[src/rtl/ncl_wavefront_driver.sv]
// ncl_wavefront_driver
//
// Synchronous bridge around a four-input, one-output NULL-convention
// dual-rail combinational stage. Accepts a 4-bit single-rail operand, drives
// it as a DATA wavefront on A..D, waits for Q to complete, returns the rails
// to NULL, waits for Q to return to NULL, then offers the captured result
// and an error code.
//
// Ports:
//   clk, rst_n            clock (rising edge), async active-low reset
//   in_valid/in_ready     operand handshake; in_ready only in IDLE
//   in_data[3:0]          operand, bit3=A, bit2=B, bit1=C, bit0=D
//   A_t..D_f              registered dual-rail drive into the stage
//   Q_t, Q_f              dual-rail result from the stage (asynchronous)
//   out_valid/out_ready   result handshake; out_valid only in RESULT
//   out_q                 Q_t captured at DATA completion
//   out_err[1:0]          00 ok, 01 timeout, 10 illegal Q (both rails high)
//
// SETTLE_CYCLES (>=1): consecutive synchronized cycles Q must hold a phase's
// completion condition. TIMEOUT (>=SETTLE_CYCLES+2): max cycles per phase.
module ncl_wavefront_driver #(
  parameter int SETTLE_CYCLES = 2,
  parameter int TIMEOUT       = 255
) (
  input  logic       clk,
  input  logic       rst_n,
  input  logic       in_valid,
  output logic       in_ready,
  input  logic [3:0] in_data,
  output logic       A_t,
  output logic       A_f,
  output logic       B_t,
  output logic       B_f,
  output logic       C_t,
  output logic       C_f,
  output logic       D_t,
  output logic       D_f,
  input  logic       Q_t,
  input  logic       Q_f,
  output logic       out_valid,
  input  logic       out_ready,
  output logic       out_q,
  output logic [1:0] out_err
);

  localparam int CW = $clog2(TIMEOUT + 1);
  localparam logic [CW-1:0] SETTLE_C  = CW'(SETTLE_CYCLES);
  localparam logic [CW-1:0] TIMEOUT_C = CW'(TIMEOUT);

  localparam logic [1:0] ERR_OK      = 2'b00;
  localparam logic [1:0] ERR_TIMEOUT = 2'b01;
  localparam logic [1:0] ERR_ILLEGAL = 2'b10;

  typedef enum logic [1:0] {
    S_IDLE,
    S_DATA,
    S_NULL,
    S_RESULT
  } state_e;

  state_e        state_q, state_d;
  logic [7:0]    rails_q, rails_d;     // {A_t,A_f,B_t,B_f,C_t,C_f,D_t,D_f}
  logic [CW-1:0] ph_q, ph_d;           // cycles spent in the current phase
  logic [CW-1:0] st_q, st_d;           // consecutive cycles condition held
  logic          outq_q, outq_d;
  logic [1:0]    err_q, err_d;
  logic          qt_meta_q, qf_meta_q;
  logic          qt_s_q, qf_s_q;

  logic [CW-1:0] ph_inc, st_inc;
  logic          data_cond, null_cond, both_high;

  // Counters stick at TIMEOUT instead of wrapping.
  function automatic logic [CW-1:0] sat_inc(input logic [CW-1:0] v);
    return (v >= TIMEOUT_C) ? v : v + CW'(1);
  endfunction

  // Single-rail to dual-rail: X_t = bit, X_f = ~bit, A in the top pair.
  function automatic logic [7:0] encode(input logic [3:0] d);
    logic [7:0] r;
    r = '0;
    for (int i = 0; i < 4; i++) begin
      r[2*i+1] = d[i];
      r[2*i]   = ~d[i];
    end
    return r;
  endfunction

  assign ph_inc    = sat_inc(ph_q);
  assign st_inc    = sat_inc(st_q);
  assign data_cond = qt_s_q ^ qf_s_q;
  assign null_cond = ~qt_s_q & ~qf_s_q;
  assign both_high = qt_s_q & qf_s_q;

  always_comb begin
    state_d = state_q;
    rails_d = rails_q;
    ph_d    = ph_inc;
    st_d    = '0;
    outq_d  = outq_q;
    err_d   = err_q;
    unique case (state_q)
      S_IDLE: begin
        ph_d = '0;
        if (in_valid) begin
          state_d = S_DATA;
          rails_d = encode(in_data);
          outq_d  = 1'b0;
          err_d   = ERR_OK;
        end
      end
      S_DATA: begin
        if (data_cond) st_d = st_inc;
        // Illegal Q outranks completion and timeout.
        if (both_high) begin
          state_d = S_NULL;
          rails_d = '0;
          outq_d  = 1'b0;
          err_d   = ERR_ILLEGAL;
        end else if (data_cond && (st_inc >= SETTLE_C)) begin
          state_d = S_NULL;
          rails_d = '0;
          outq_d  = qt_s_q;
          err_d   = ERR_OK;
        end else if (ph_inc >= TIMEOUT_C) begin
          state_d = S_NULL;
          rails_d = '0;
          outq_d  = 1'b0;
          err_d   = ERR_TIMEOUT;
        end
      end
      S_NULL: begin
        if (null_cond) st_d = st_inc;
        // Only the first error of an operand is reported.
        if (both_high && (err_q == ERR_OK)) err_d = ERR_ILLEGAL;
        if (null_cond && (st_inc >= SETTLE_C)) begin
          state_d = S_RESULT;
        end else if (ph_inc >= TIMEOUT_C) begin
          state_d = S_RESULT;
          if (err_d == ERR_OK) err_d = ERR_TIMEOUT;
        end
      end
      S_RESULT: begin
        ph_d = '0;
        if (out_ready) state_d = S_IDLE;
      end
    endcase
    if (state_d != state_q) begin
      ph_d = '0;
      st_d = '0;
    end
  end

  always_ff @(posedge clk or negedge rst_n) begin
    if (!rst_n) begin
      state_q   <= S_IDLE;
      rails_q   <= '0;
      ph_q      <= '0;
      st_q      <= '0;
      outq_q    <= 1'b0;
      err_q     <= ERR_OK;
      qt_meta_q <= 1'b0;
      qf_meta_q <= 1'b0;
      qt_s_q    <= 1'b0;
      qf_s_q    <= 1'b0;
    end else begin
      state_q   <= state_d;
      rails_q   <= rails_d;
      ph_q      <= ph_d;
      st_q      <= st_d;
      outq_q    <= outq_d;
      err_q     <= err_d;
      // Two-flop synchronizers; Q comes from an unclocked stage.
      qt_meta_q <= Q_t;
      qf_meta_q <= Q_f;
      qt_s_q    <= qt_meta_q;
      qf_s_q    <= qf_meta_q;
    end
  end

  assign in_ready  = (state_q == S_IDLE);
  assign out_valid = (state_q == S_RESULT);
  assign out_q     = outq_q;
  assign out_err   = err_q;
  assign {A_t, A_f, B_t, B_f, C_t, C_f, D_t, D_f} = rails_q;

endmodule

[config.mk]
export PLATFORM = sky130hd
export DESIGN_NAME = ncl_wavefront_driver
export DESIGN_NICKNAME = d
export VERILOG_FILES = /design/src/rtl/ncl_wavefront_driver.sv
export SDC_FILE = /design/constraint.sdc
export NUM_CORES = 1
export LEC_CHECK = 0
export ABC_AREA = 1
export CELL_PAD_IN_SITES_DETAIL_PLACEMENT = 2
export CELL_PAD_IN_SITES_GLOBAL_PLACEMENT = 2
export CORE_MARGIN = 10
export CORE_UTILIZATION = 35
export CTS_CLUSTER_DIAMETER = 50
export DETAILED_ROUTE_END_ITERATION = 16
export PLACE_DENSITY = 0.87
export SETUP_SLACK_MARGIN = 0.02
export SYNTH_ARGS = -nofsm -noshare
export SYNTH_HDL_FRONTEND = slang
export SYNTH_SLANG_ARGS = --single-unit
export TNS_END_PERCENT = 5
[constraint.sdc]
create_clock -name clk -period 3.7 [get_ports clk]
set_input_delay 0.37 -clock clk [delete_from_list [all_inputs] [get_ports clk]]
set_output_delay 0.37 -clock clk [all_outputs]
set_load 0.05 [all_outputs]
Yosys cells after proc, flatten, opt, wreduce, memory -nomap -nowiden --
Cells that the tools add are included. W data, S select, Z words.
Operators by class: add/sub/neg operators 2, $mul 0, div/mod/pow operators 0, magnitude comparators 4, equal/unequal tests 6, shift operators 0, mux-type cells 36, bitwise logic cells 9, reduce and logical (&&, ||, !) cells 11
Operator list (count):
- $mux W8 | 11
- $mux W2 | 16
- $pmux W8 S2 | 2
- $ge A8 B8 Y1 const B | 3
- $add A8 B1 Y8 const B | 2
- $ge A8 B2 Y1 const B | 1
- $pmux W2 S4 | 1
- $logic_not A2 Y1 | 3
- $not A1 Y1 | 6
- $pmux W2 S3 | 1
- $reduce_and A3 Y1 | 2
- $eq A2 B2 Y1 const B | 2
- $mux W1 | 4
- $ne A4 B4 Y1 const B | 1
- $logic_and A1 B1 Y1 | 3
- $reduce_bool A3 Y1 | 1
- $and A1 B1 Y1 | 2
- $eq A2 B1 Y1 const B | 1
- $ne A2 B2 Y1 | 1
- $ne A2 B2 Y1 const B | 1
- $pmux W1 S2 | 1
- $reduce_bool A2 Y1 | 1
- $reduce_or A2 Y1 | 1
- $xor A1 B1 Y1 | 1
Storage, ports and cells: register bits after elaboration 33, bits in latches 0, memory bits (writable) 0, bits in read-only memories 0, bits of input ports 10, output and inout port bits 13, word-level logic and storage cells 78, memories kept 0

Longest topological paths before layout --
Gate-level depths: netlist of the first run.
word-level depth 9, gate-level depth with buffers 19, gate-level depth less buffers 18

Worst setup path after synthesis of the first run --
OpenSTA, ideal clock, no wires.
path type register -> register, start point register state_q[0], end point register ph_q[5], library setup time 0.118 ns, arrival time 1.981 ns, required time 3.582 ns, setup slack 1.601 ns, stages on the path, launching flop included 13, buffers on the path 1, clock period less this slack 2.099 ns, cells stage by stage dfrtp_1 -> inv_1 -> ha_1 -> inv_1 -> o21ai_0 -> inv_1 -> nand3_1 -> nand2_1 -> nand2_1 -> nand2_2 -> nand2_4 -> buf_12 -> nor2_4
On the way: elaborated cells between the ends (all ways) 16, those cells by class 4 x eq/ne; 10 x mux; 2 x reduce/logical
RTL lines:
- start: declaration | line 61 | state_e state_q, state_d;
- start signal: assignment | line 167 | state_q <= state_d;
- $logic_not A2 Y1 (*)
- net in_ready | line 28 | output logic in_ready,
- $pmux W2 S4 / $reduce_or A2 Y1 (equally long branches)
- $ne A2 B2 Y1 / $mux W8 (equally long branches) | line 148, 102
- $mux W8 (*) | line 148 | if (state_d != state_q) begin
- net ph_d[5] | line 63 | logic [CW-1:0] ph_q, ph_d;
- end signal: assignment | line 169 | ph_q <= ph_d;
- end: declaration | line 63
The timed path passes the listed nets; every way through them passes the cells marked *. A chain may end at the register's enable or synchronous reset.

Final worst setup path of the first run --
start point register state_q[1], end point register ph_q[7]
On the way: cells in the longest elaborated chain, start to end 6, elaborated cells between the ends (all ways) 16, those cells by class 4 x eq/ne; 10 x mux; 2 x reduce/logical
Ends and longest elaborated chain:
- $mux W2 | line 125 | end else if (ph_inc >= TIMEOUT_C) begin
- $mux W2 | line 120 | end else if (data_cond && (st_inc >= SETTLE_C)) begin
- $mux W2 | line 115 | if (both_high) begin
- $pmux W2 S4 | line 102 | unique case (state_q)
- $ne A2 B2 Y1 | line 148
- $mux W8 (*) | line 148
- net ph_d[7] | line 63
Marked as above.

==> results of run 1 <==
final cells by class:
class	instances	area (um2)	area share [%]
Multi-Input combinational cell	200	1100	44.6
Sequential cell	33	826	33.5
Timing Repair Buffer	23	228	9.24
Inverter	36	135	5.48
Tap cell	75	93.8	3.81
Clock buffer	6	72.6	2.94
Clock inverter	2	10.0	0.406
per-layer routing:
metal / up-vias / wire (um)
met2: 24 / 2810
met5: - / 0
met4: 0 / 76
met3: 7 / 238
met1: 879 / 2490
li1: 886 / -
registers in the layout (all words and copies together) (netlist names):
register,cells
qf_meta_q,1
qf_s_q,1
st_q,8
qt_meta_q,1
rails_q,8
qt_s_q,1
out_q,1
ph_q,8
state_q,2
out_err,2
final timing paths:
kind                                 to  slack, ns  cells after the start
worst max-delay path            ph_q[7]       1.07                     11
min in group asynchronous       ph_q[5]       0.49                      2
max in group asynchronous        qf_s_q       2.90                      2
worst min register to register   qt_s_q       0.36                      0
worst min-delay path             qt_s_q       0.36                      0
worst max register to register  ph_q[7]       1.07                     11
kinds of logic after synthesis:
family          count (synthesis)
xor+xnor                        3
compound gates                 21
flops                          33
fa+ha+maj                       9
buf+inv                        40
simple gates                  167
cells in the mapped netlist:
cell / n
dfrtp_1: 33
buf_12: 1
nand2_2: 11
nand2_1: 80
buf_6: 1
clkinv_1: 1
buf_4: 1
nand3b_1: 2
nor3b_1: 1
nor2_4: 13
nand4_1: 1
a21oi_4: 1
or2_1: 1
xnor2_1: 2
nand3_1: 21
nand2_4: 3
o21ai_1: 1
nor2_1: 28
xor2_1: 1
nor3_1: 1
inv_2: 1
o21ai_0: 16
o21bai_1: 1
a31o_2: 1
clkbuf_1: 1
ha_1: 9
nand3_2: 2
a21oi_1: 1
nor2_2: 3
inv_1: 34
through the flow:
| stage | utilization, % | total power [mW] | cell area [um2] |
|---|---|---|---|
| after floorplan | - | 1.22 | 2100 |
| after global placement | 40.5 | 1.39 | 2380 |
| after detailed placement | 40.5 | 1.41 | 2380 |
| after CTS | 41.9 | 1.69 | 2460 |
| after global routing | 41.9 | 1.79 | 2460 |
| final | 41.9 | 1.66 | 2460 |
power breakdown:
part           internal, mW  switching [mW]  leakage, nW
clock network         0.130           0.133       0.0450
logic                 0.254           0.650        0.663
registers             0.428          0.0601        0.438
total                 0.812           0.843         1.15
==> results.md, run 1 <==
* Status: finished, final reports clean
* Vias per cell at 4.79
* Startpoint types: register
* Cell Area, Synth at 2100 um2
* Area contributors post-synth: dfrtp_1 39%, nand2_1 14%, nor2_4 7.0%
* Worst clock skew at 0.00261 ns
* Final slew viol count at 0
* Clk buf depth at 2
* Number of DRC markers in iteration 0 at 33
* Maximum fanout along the worst path at 16
* Kind of critical path: reg -> reg
* Starting Density at 35.7%
* Antenna cells at 0
* Xor/xnor share of the synthesized area at 1.25%
* Routing usage on met3 at 3.41%
* Global placement routability congestion at 0.793
* Proportion of synthesized area in mux cells at 0%
* Total GRT Usage at 12.2%
* Cell area power density at 672 nW/um2
* Detailed Place HPWL at 4480 um
* Yosys top cell by area: dfrtp_1
* Critical Path Sink Type: register
* Crit path max-delay family: simple AND/OR/NAND/NOR gates
* Complex-gate fraction of the synthesized area at 5.83%
* Distinct cells, synth at 30
* Placed insts at 367
* Lkg Pwr at 1.15 nW
* Synthesized-area fraction occupied by and/or/nand/nor cells at 39.9%
* Most common cell after layout, fill and taps aside: nand2_1
* Synth top area share at 39.3%
* Layout cell share with drive strength beyond 1 at 14.3%
* Share of the clock period used by the worst path at 71.2%
* Clock-pin slew on the worst setup and hold paths at 0.07 ns
* # fillers at 703
* Largest family of logic cells by synthesized area: simple AND/OR/NAND/NOR gates
* MaxCap Viol Count at 0
* Synth Register Bits at 33
* Die Ht at 97.5 um
* Ports at 23
* Grt met1 use at 14.3%
* Mapped Cells at 273
* H-tree levels at 2
* Crit-path cells: inv_1 -> ha_1 -> clkinv_1 -> nor2_1 -> nand4_1 -> nand3_1 -> nand2_1 -> nand2_1 -> nand2_2 -> nand2_4 -> nor2_1
* Area of the die at 9510 um2
* DRT Pass-1 Iters at 3
* Seq/Total Area, Yosys at 39.3%
* Fin. Hold Viols at 0
* Worst Max-Slew Pin Slew at 0.635 ns
* Adder-Cell Fraction of Synth Area at 5.35%
* Relative slew slack at 57.7%
* RSZ-0062 raised after global routing: false
* Hold WS at 0.360 ns
* Grt met2 use at 20.8%
* First-pass GRT wire length at 9860 um
* # clock sinks at 33
* Hold buffer count at cts at 0
* Reg2Reg Launch Point: state_q[1]
* Post-cts repair resize count at 0
* Finished Layout Cells at 375
* Post-Route WL at 5610 um
* Initial antenna violation count at 0
* Cts bufs inserted at 5
* Critical Path Start: state_q[1]
* Routed wire per std cell at 15.0 um
* Largest net degree at the start of global routing at 34
* WP data arrival at 2.79 ns
* Mapped Nets at 292
* Vias in the first global route at 1998
* FP Rows at 28
* Required @ worst endpoint at 3.86 ns
* Sum Neg Setup Slack at 0 ns
* Net count, final at 318
* Max incr delay on CP at 0.50 ns
* Post-DRT Antenna Nets at 0
* Root Buffer Master: clkbuf_8
* Most frequent cells in the layout: 80 x nand2_1, 34 x inv_1, 33 x dfrtp_1
* Busiest layer in global routing: met2
* Max Fclk at 380 MHz
* Clk Latency, worst-skew pair at 0.28 ns
* Fin crit period at 2.63 ns
* Final setup vio count at 0
* Gr ovfl total at 0
* CORE AREA at 5890 um2
* CTS tree: yes
* Ys Warns at 0
* Die width at 97.5 um
* Hold WC Path Type: reg -> reg
* Final WS setup at 1.07 ns
* Slowest CP cell: dfrtp_1
* Syn Area/Cell at 7.70 um2
* Remaining DRCs at 0
* Setup repair bufs after CTS at 0
* Peak VDD IR at 0.406 mV
* Area growth, synth to finish at 17.2%
* Vias at 1796
* WP buf/inv at 2
* Number of I/O port buffers at 22
* Setup WS pre-CTS at 1.07 ns
* Worst hold start: qt_meta_q
Power figures use the tool's default switching activity.
==> run 2, diff against run 1 <==
Settings changed: CORE_UTILIZATION 35 to 30, PLACE_DENSITY 0.87 to 0.79.
Clock period 3.7 ns to 2.25 ns, I/O delays scaled along.
==> results.md, run 2 (synthesis results as in run 1) <==
* Status: complete, but fails checks
* Failing checks: negative setup slack
* Seq. cell area at 826 um2 (unchanged)
* Starting Density at 31.0% (-4.8 points)
* Peak VDD IR at 0.600 mV (+48%)
* Net count, final at 346 (+8.8%)
* Initial antenna violation count at 0 (unchanged)
* CORE AREA at 6790 um2 (+15%)
* Hold WC Path Type: in -> async
* Slowest CP cell: dfrtp_1
* Layout cell share with drive strength beyond 1 at 33.5% (+19 points)
* # fillers at 769 (+9.4%)
* Number of DRC markers in iteration 0 at 61 (+85%)
* Final setup vio count at 16 (+16)
* Detailed Place HPWL at 4890 um (+9.1%)
* Most common cell after layout, fill and taps aside: nand2_1
* Most Frequent Cell on Critical Path: nand2_2
* Worst Max-Slew Pin Slew at 0.524 ns (-0.111 ns)
* Root Buffer Master: clkbuf_8
* Clk buf depth at 2 (unchanged)
* Reg2Reg Launch Point: ph_q[1]
* Routed wire per std cell at 16.6 um (+11%)
* Die Ht at 104 um (+6.4%)
* Hold buffer count at cts at 0 (unchanged)
* H-tree levels at 2 (unchanged)
* DRT Pass-1 Iters at 4 (+1)
* Global placement routability congestion at 0.789 (-0.47%)
* RSZ-0062 raised after global routing: true
* Post-Route WL at 7050 um (+26%)
* FP Rows at 30 (+7.1%)
* Critical Path Start: ph_q[1]
* Cell area power density at 1140 nW/um2 (+70%)
* Clk Latency, worst-skew pair at 0.29 ns (about the same)
* Final slew viol count at 0 (unchanged)
* Largest regs: ph_q (8), rails_q (8), st_q (8)
* Relative slew slack at 64.9% (+7.3 points)
* Kind of critical path: reg -> reg
* Antenna cells at 0 (unchanged)
* Vias in the first global route at 2277 (+14%)
* Crit-path cells: ha_2 -> nand3_4 -> inv_6 -> nand2_8 -> nand2_1 -> nand2_2 -> nand2_1 -> nor2_2 -> nand2_2 -> nand4_1 -> nand3_2 -> nand2_2 -> nand2_1 -> nand2_2 -> nand2_4 -> buf_12 -> nor2_2
* Cts bufs inserted at 5 (unchanged)
* Total GRT Usage at 12.8% (+0.58 points)
* Final WS setup at -0.122 ns (-1.19 ns)
* MaxCap Viol Count at 0 (unchanged)
* Required @ worst endpoint at 2.47 ns (-1.39 ns)
* Share of the clock period used by the worst path at 105% (+34 points)
* Reg2Reg Depth at 17 (+6)
* Fin. Hold Viols at 0 (unchanged)
* Max incr delay on CP at 0.41 ns (-0.09 ns)
* Critical Path Sink Type: register
* Setup WS pre-CTS at -0.0814 ns (-1.15 ns)
* WP data arrival at 2.59 ns (-0.20 ns)
* Clock-pin slew on the worst setup and hold paths at 0.07 ns (about the same)
* Die width at 104 um (+6.4%)
* Core Util, Final at 43.6% (+1.7 points)
* R2R Path End: st_q[7]
* Final instance area at 2960 um2 (+20%)
* Lkg Pwr at 1.36 nW (+18%)
* Fin crit period at 2.37 ns (-0.261 ns)
* Vias per cell at 4.58 (-4.4%)
* Gr ovfl total at 0 (unchanged)
* Vias at 1942 (+8.1%)
* Ports at 23 (unchanged)
* Number of I/O port buffers at 22 (unchanged)
* Most frequent cells in the layout: 67 x nand2_1, 34 x inv_1, 33 x dfrtp_1
* CTS tree: yes
* Worst clock skew at 0.00317 ns (+0.000567 ns)
* Setup crit end: st_q[7]
* Setup slack, reg-to-reg at -0.12 ns (-1.19 ns)
* # clock sinks at 33 (unchanged)
* Area growth, synth to finish at 40.7%
* Post-DRT Antenna Nets at 0 (unchanged)
* Area of the die at 10800 um2 (+13%)
* Largest net degree at the start of global routing at 34 (unchanged)
* Max Fclk at 422 MHz (+11%)
* Remaining DRCs at 0 (unchanged)
* Startpoint types: register
* Area after DPL at 2590 um2 (+8.9%)
* Maximum fanout along the worst path at 8 (-8)
* Area of the multi-input gates at 1300 um2 (+18%)
* First-pass GRT wire length at 11500 um (+17%)
## run 2: changes by cell type in the layout (fill, tap and decap cells not counted), moves of 4 or more
cell,change
nand3_2,+7
nor2_2,+4
nand2_1,-13
o21ai_0,-4
buf_4,+26
nor2_4,+6
nor2_1,-10
nand3_1,-9
nand2_2,+11
## run 2: layout make-up
type	count	area share [%]
clock buffers	7	3.26
well taps	96	4.06
multi-input cells	200	43.9
repair buffers	51	16.0
clock inverters	1	0.169
flip-flops and latches	33	27.9
inverters	36	4.74
## run 2: worst max-delay path: cells and delay by family (launching register included)
family                   cells  cell delay (ns)
flip-flops                   1             0.41
AND/OR/NAND/NOR             14             1.46
adder cells (fa/ha/maj)      1             0.22
buffers and inverters        2             0.21
## run 2: report_power, final
part | switching [mW] | internal (mW) | total (mW)
Sequential | 0.0901 | 0.703 | 0.793
Clock | 0.226 | 0.277 | 0.503
Combinational | 1.30 | 0.789 | 2.09
## run 2: repair_timing
item                       4_1_cts  5_1_grt
gates resized for setup         25       31
setup endpoints to repair       27       28
buffers inserted                 4        4
pin swaps                       15       21
## run 2: layer usage
layer  GRT usage [%]  up-vias  wire, um
met5               0        -         0
met4            3.38        0       136
met3            2.60        9       205
met2            24.5       23      3840
met1            13.7      965      2870
li1                -      945         -
## run 2: how the worst min path moves through the flow
| stage | from | slack [ns] | end |
|---|---|---|---|
| 2_1_floorplan | rst_n | -0.07 | out_err[0] |
| 3_3_place_gp | qt_meta_q | 0.34 | qt_s_q |
| 3_5_place_dp | qf_meta_q | 0.34 | qf_s_q |
| 4_1_cts | qf_meta_q | 0.35 | qf_s_q |
| 5_1_grt | rst_n | 0.37 | out_err[1] |
| 6_report | rst_n | 0.34 | out_err[0] |
## run 2: through the flow
stage               instances  total power, mW  TNS [ns]  hold WS [ns]
global placement          408             2.64         0         0.337
floorplan                 273             2.00         0       -0.0706
detailed placement        408             2.71     -1.06         0.338
CTS                       420             3.28    -0.832         0.354
finish                    424             3.38     -1.82         0.339
global route              424             3.60     -4.70         0.369
